### config.mk
export PLATFORM = sky130hd
export DESIGN_NAME = imm_ext_pipe
export DESIGN_NICKNAME = d
export VERILOG_FILES = /design/src/rtl/imm_ext_pipe.sv
export SDC_FILE = /design/constraint.sdc
export NUM_CORES = 1
export LEC_CHECK = 0
export ABC_CLOCK_PERIOD_IN_PS = 3400
export CORE_ASPECT_RATIO = 0.9
export CORE_MARGIN = 4
export CORE_UTILIZATION = 45
export DETAILED_ROUTE_END_ITERATION = 16
export DONT_BUFFER_PORTS = 1
export PLACE_DENSITY = 0.68
export SLEW_MARGIN = 20
export SYNTH_ARGS = -nofsm -noshare
export SYNTH_HDL_FRONTEND = slang
export SYNTH_SLANG_ARGS = --single-unit
### constraint.sdc
create_clock -name clk -period 3.4 [get_ports clk]
set_clock_uncertainty 0.2 [all_clocks]
set_input_delay 1.02 -clock clk [delete_from_list [all_inputs] [get_ports clk]]
set_output_delay 1.02 -clock clk [all_outputs]
set_load 0.05 [all_outputs]
### src/rtl/imm_ext_pipe.sv
// imm_ext_pipe: pipelined immediate-extension unit with valid/ready flow
// control and flush, placed between the decode and execute stages.
//
// Parameters:
//   IMM_W  - raw immediate width (8 <= IMM_W <= DATA_W-2)
//   DATA_W - extended result width
//   STAGES - register stages, 1 or 2
//
// Ports:
//   clk, reset          - clock; synchronous active-high reset
//   flush               - kills every in-flight entry next cycle
//   in_valid/in_ready   - upstream handshake for in_imm/in_op
//   in_imm, in_op       - raw immediate and extension mode
//   out_valid/out_ready - downstream handshake for the result
//   out_data            - extended value
//   out_illegal         - result came from a reserved mode (6 or 7)
module imm_ext_pipe #(
  parameter int unsigned IMM_W  = 16,
  parameter int unsigned DATA_W = 32,
  parameter int unsigned STAGES = 1
) (
  input  logic              clk,
  input  logic              reset,
  input  logic              flush,
  input  logic              in_valid,
  output logic              in_ready,
  input  logic [IMM_W-1:0]  in_imm,
  input  logic [2:0]        in_op,
  output logic              out_valid,
  input  logic              out_ready,
  output logic [DATA_W-1:0] out_data,
  output logic              out_illegal
);

  localparam int unsigned LAST = STAGES - 1;

  typedef enum logic [2:0] {
    OP_ZERO  = 3'd0,
    OP_ZEXT  = 3'd1,
    OP_SEXT  = 3'd2,
    OP_UPPER = 3'd3,
    OP_BRANCH = 3'd4,
    OP_BYTE  = 3'd5
  } ext_op_e;

  logic [DATA_W-1:0] sext;
  logic [DATA_W-1:0] ext_data;
  logic              ext_illegal;

  logic [STAGES-1:0] v_q;
  logic [STAGES-1:0] ill_q;
  logic [DATA_W-1:0] d_q [STAGES];

  logic adv_last;
  logic adv0;
  logic take;
  logic move_last;

  // Combinational extension of the incoming immediate.
  always_comb begin
    sext        = {{(DATA_W-IMM_W){in_imm[IMM_W-1]}}, in_imm};
    ext_data    = '0;
    ext_illegal = 1'b0;
    case (in_op)
      OP_ZERO:   ext_data = '0;
      OP_ZEXT:   ext_data = {{(DATA_W-IMM_W){1'b0}}, in_imm};
      OP_SEXT:   ext_data = sext;
      OP_UPPER:  ext_data = {in_imm, {(DATA_W-IMM_W){1'b0}}};
      // Shift drops the two top sign copies; low bits fill with zero.
      OP_BRANCH: ext_data = sext << 2;
      OP_BYTE:   ext_data = {{(DATA_W-8){in_imm[7]}}, in_imm[7:0]};
      default: begin
        ext_data    = '0;
        ext_illegal = 1'b1;
      end
    endcase
  end

  // Stage advance terms: a stage may load when it is empty or its entry
  // leaves. Written without a vector self-loop so each term is acyclic.
  always_comb begin
    adv_last = !v_q[LAST] || out_ready;
    if (STAGES == 1) begin
      adv0 = adv_last;
    end else begin
      adv0 = !v_q[0] || adv_last;
    end
    in_ready  = !reset && !flush && adv0;
    take      = in_valid && in_ready;
    move_last = (STAGES == 2) && !flush && v_q[0] && adv_last;
  end

  always_ff @(posedge clk) begin
    if (reset) begin
      v_q   <= '0;
      ill_q <= '0;
      for (int unsigned k = 0; k < STAGES; k++) begin
        d_q[k] <= '0;
      end
    end else begin
      if (flush) begin
        v_q <= '0;
      end else begin
        if (adv0) begin
          v_q[0] <= take;
        end
        if ((STAGES == 2) && adv_last) begin
          v_q[LAST] <= v_q[0];
        end
      end
      if (take) begin
        d_q[0]   <= ext_data;
        ill_q[0] <= ext_illegal;
      end
      if (move_last) begin
        d_q[LAST]   <= d_q[0];
        ill_q[LAST] <= ill_q[0];
      end
    end
  end

  assign out_valid   = v_q[LAST];
  assign out_data    = d_q[LAST];
  assign out_illegal = ill_q[LAST];

endmodule

==> After elaboration in Yosys (flattened, before gate mapping) <==
Memory sizes are Yosys's and may differ from the RTL's.
Index checks and enable logic that the tools add are counted.
{ "classes": {"n_mux": 9, "reduce_logical": 11, "n_eq_ne": 5} }
{ "ops": {"columns": ["op", "count"], "rows": [
  ["case mux 32 bit (5 select lines)", 1],
  ["2-to-1 mux 32 bit", 1],
  ["OR reduction 32 bit", 1],
  ["2-to-1 mux 1 bit", 7],
  ["equality test 3 x 2 -> 1 bit (second input constant)", 2],
  ["equality test 3 bit (second input constant)", 2],
  ["OR reduction 6 bit", 1],
  ["equality test 3 x 1 -> 1 bit (second input constant)", 1],
  ["logical AND 1 bit", 3],
  ["zero test 1 bit", 3],
  ["zero test 3 bit", 1],
  ["OR reduction 2 bit", 1],
  ["logical OR 1 bit", 1]
]} }
{ "word_totals": {"mem_count": 1, "ramBits": 32, "register_bits": 2, "inputBits": 24, "out_inout_bits": 35} }
{ "mem_list": {"columns": ["memory", "depth", "width", "rd", "rd_ports_with_merged_regs", "write_ports", "line_no", "source"], "rows": [
  ["d_q", 1, 32, 1, 0, 1, "52", "logic [DATA_W-1:0] d_q [STAGES];"]
]} }

==> Longest topological paths before layout <==
{ "depth": {"word_depth": 9, "mapped_depth": 5, "mapped_depth_nobuf": 3} }

==> Worst setup path before layout <==
OpenSTA, ideal clock, no wires.
{ "synth_path": {"path_kind": "in2out", "startpoint": "input port out_ready", "endpoint": "output port in_ready", "arrival_ns": 2.120, "path_buffers": 0, "path_stages": 2, "slack_ns": 0.060, "cell_sequence": "nor2b_1 nor3_1"} }
{ "synth_between": {"elab_chain_cells": 2} }
{ "synth_rtl": {"columns": ["element", "line_no", "source"], "rows": [
  ["from (decl)", "30", "input logic out_ready,"],
  ["logical OR 1 bit", "82", "adv_last = !v_q[LAST] || out_ready;"],
  ["logical AND 1 bit", "88", "in_ready = !reset && !flush && adv0;"],
  ["to (decl)", "26", "output logic in_ready,"]
]} }
Every way passes these cells.

==> Worst setup path in the final report <==
{ "layout_path": {"startpoint": "register v_q, in the netlist out_valid", "endpoint": "output port in_ready"} }
{ "layout_between": {"elab_chain_cells": 3} }
{ "layout_rtl": {"columns": ["element", "line_no", "source"], "rows": [
  ["from (decl)", "50", "logic [STAGES-1:0] v_q;"],
  ["from (signal, indexed assignment)", "108", "v_q[LAST] <= v_q[0];"],
  ["zero test 1 bit", null, null],
  ["logical OR 1 bit", "82", null],
  ["logical AND 1 bit", "88", null]
]} }
Every way passes these cells.

==> impl_metrics.toml <==
[outcome]
status = "finished clean"

[sta]
fin_crit_sh = 0.813
setup_slack_ns = 0.636
setup_tns_ns = 0
finalHoldViolations = 0
layout_min_cycle_time_ns = 2.76
fmax_mhz = 362
worstMarginPinSlew_ns = 0.757
slew_viol_final = 0
slew_headroom = 0.493
setup_viol = 0
rsz0062_at_grt = "false"

[route]
drt_wl_total_microns = 4170
routedWlPerCell_microns = 18.4
dr_total_vias = 1313
drt_iter0_drc = 86
vias_per_cell = 5.78
ant_nets = 0
first_pass_iters = 5
remaining_drc_errors = 0

[power_and_ir_drop]
net-switching-power_uw = 259
max-vdd-ir-drop_mv = 0.174
comb_power_share = 0.096
p_per_area_mw_per_mm2 = 434
power_frac_clock = 0.303
switching_share = 0.284
p_leak_nw = 0.642
internal-power_uw = 655
pwr-share-seq = 0.601

[clock_network]
cts_tree = "yes"
hold_buffers = 0
h-tree-depth = 2
cts.repair.resized = 0
cts_buffers = 5
clockRootBuffer = "clkbuf_8"
cts.clk_slew.worst_paths_ns = 0.07
cts_buffer_depth = 2
cts.sinks = 34
clk_latency_ns = 0.28
cts_setup_buffers = 0

[die]
coreArea_sq_mm = 0.00418
dieWidth_microns = 78.5
io_pins = 59
die_y_microns = 71.4
die_area_sq_mm = 0.00560
initial_core_util = 0.481
num_rows = 22

[logic_synthesis]
syn_inst = 170
async_flop_share = 0
netlist_area_sq_mm = 0.00201
synth.top_cell.area_share = 0.478
synth.net_count = 195
ys_types = 37
yosys-top-cells-area = "edfxtp_1 48%, a21oi_2 11%, mux2_1 4.5%, nor4bb_1 3.5%, nand2_1 3.4%"
synthFlopType = "edfxtp_1"
yosys_warnings = 0
synth_largest_area_cell = "edfxtp_1"
synth.ff_latch_count = 34
synth-edff-count = 32
synth.avg_cell_area_sq_um = 11.8
seq_area_frac_synth = 0.498

[setup_path]
critical_path_class = "flip-flop to output pin"
worst_setup_path_end_kind = "output pin"
cp.required_ns = 2.18
crit_arrival_ns = 1.54
r2r_setup_slack_ns = 1.32
startpoint_type = "flip-flop"
cp-startpoint = "out_valid$_SDFFE_PP0P_"
rr_worst_depth = 4
cp_max_fo = 4
worstSetupEndpoint = "in_ready"
r2r_start = "out_valid$_SDFFE_PP0P_"
regToRegEndpoint = "d_q[0][3]$_SDFFCE_PN0P_"

[cells_and_area]
diodes = 0
fin_cells = 227
drive_above_1_share = 0.299
area_delta_synth_final_pct = 4.73
fin_nets = 191

[place]
place_inst = 219
pre_cts_slack_ns = 0.673
port_buffers = 0
routabilityCongestion = 0.788
dp_hpwl_microns = 2960

[global_routing]
grt-ovfl-total = 0
grt_first_pass_wirelength_microns = 6760
gr-usage-all-layers = 0.155
grt_pass1_vias = 1316
antenna_found_initial = 0
grt_max_degree = 32

[flow_run]
maxCapViolCount = 0

[min_path]
min_path_type = "flip-flop to flip-flop"
## worst max-delay path, stage by stage (launching register included)
cell and delay [ns]:
dfxtp_1 0.67, nor2b_1 0.32, nor3_1 0.08, buf_4 0.19
## sequential cells by signal, indices dropped and copies added (netlist names)
name / cells
d_q: 32
out_illegal: 1
out_valid: 1
## synth_stat cells (2+ instances only)
cell type / instances
buf_6: 6
nand2b_1: 3
nor3b_2: 2
a21oi_2: 26
buf_2: 5
clkbuf_1: 2
edfxtp_1: 32
and2_1: 2
o21ai_0: 4
nand2_2: 3
nand3_1: 6
a22oi_1: 4
nor2_2: 4
nor2_1: 3
nand3b_1: 4
a21oi_1: 8
nand2_1: 18
a32oi_1: 2
nor4bb_1: 7
dfxtp_1: 2
nor2b_1: 4
mux2_1: 8
## cells by family after synthesis
group | after synthesis | synth area share
buffers and inverters | 15 | 0.0554
adders and majority gates | 1 | 0.00622
xor gates and xnor gates | 1 | 0.00436
DFF | 34 | 0.498
and+or+nand+nor | 60 | 0.183
muxes | 10 | 0.0579
AOI/OAI and AO/OA | 49 | 0.195
## how the worst min path moves through the flow
stage                        startpoint                        to  cells after the start
6_report       out_illegal$_SDFFE_PP0P_  out_illegal$_SDFFE_PP0P_                      2
5_1_grt                           reset  out_illegal$_SDFFE_PP0P_                      1
3_5_place_dp   out_illegal$_SDFFE_PP0P_  out_illegal$_SDFFE_PP0P_                      2
4_1_cts        out_illegal$_SDFFE_PP0P_  out_illegal$_SDFFE_PP0P_                      2
2_1_floorplan  out_illegal$_SDFFE_PP0P_  out_illegal$_SDFFE_PP0P_                      2
3_3_place_gp   out_illegal$_SDFFE_PP0P_  out_illegal$_SDFFE_PP0P_                      2
## layout by cell type (no fill, tap or decap), types with 2 or more instances in the layout
cell,netlist,routed
a21oi_1,8,8
a21oi_2,26,26
a22oi_1,4,4
a32oi_1,2,2
and2_1,2,2
buf_4,1,2
clkbuf_8,0,5
dfxtp_1,2,2
edfxtp_1,32,32
mux2_1,8,8
nand2_1,18,18
nand2_2,3,3
nand2b_1,3,3
nand3_1,6,6
nand3b_1,4,4
nor2_1,3,3
nor2_2,4,4
nor2b_1,4,4
nor3b_2,2,2
nor4bb_1,7,7
o21ai_0,4,4
## routing by layer
metal | global-route usage | routed length, microns | part of all wire
met5 | 0 | 0 | 0
met3 | 0.0754 | 375 | 0.090
met1 | 0.194 | 1820 | 0.44
met2 | 0.239 | 1930 | 0.46
met4 | 0.0466 | 39 | 0.0094
## through the flow
| stage | util | hold WS (ns) | power, mW | cell area (sq um) |
|---|---|---|---|---|
| 3_3_place_gp | 0.484 | 0.522 | 0.645 | 2020 |
| 5_1_grt | 0.503 | 0.596 | 0.955 | 2110 |
| 2_1_floorplan | - | 0.503 | 0.643 | 2010 |
| 6_report | 0.503 | 0.551 | 0.914 | 2110 |
| 4_1_cts | 0.503 | 0.556 | 0.923 | 2110 |
| 3_5_place_dp | 0.484 | 0.547 | 0.647 | 2020 |
## final cells by class
| class | instances | area [sq um] |
|---|---|---|
| clock buffer | 6 | 72.6 |
| clock inverter | 2 | 8.76 |
| fill | 383 | 2080 |
| inverter | 1 | 3.75 |
| multi-input combinational | 121 | 910 |
| sequential | 34 | 1000 |
| tap | 60 | 75.1 |
| timing repair buffer | 3 | 35.0 |
## power groups by stage
stage,clock network [mW],registers [mW],logic [mW]
floorplan,0,0.556,0.0865
global placement,0,0.559,0.0861
detailed placement,0,0.559,0.0884
CTS,0.284,0.550,0.0889
global route,0.308,0.551,0.0962
finish,0.277,0.549,0.0881
Note: power is estimated with default switching activity, not from simulation.
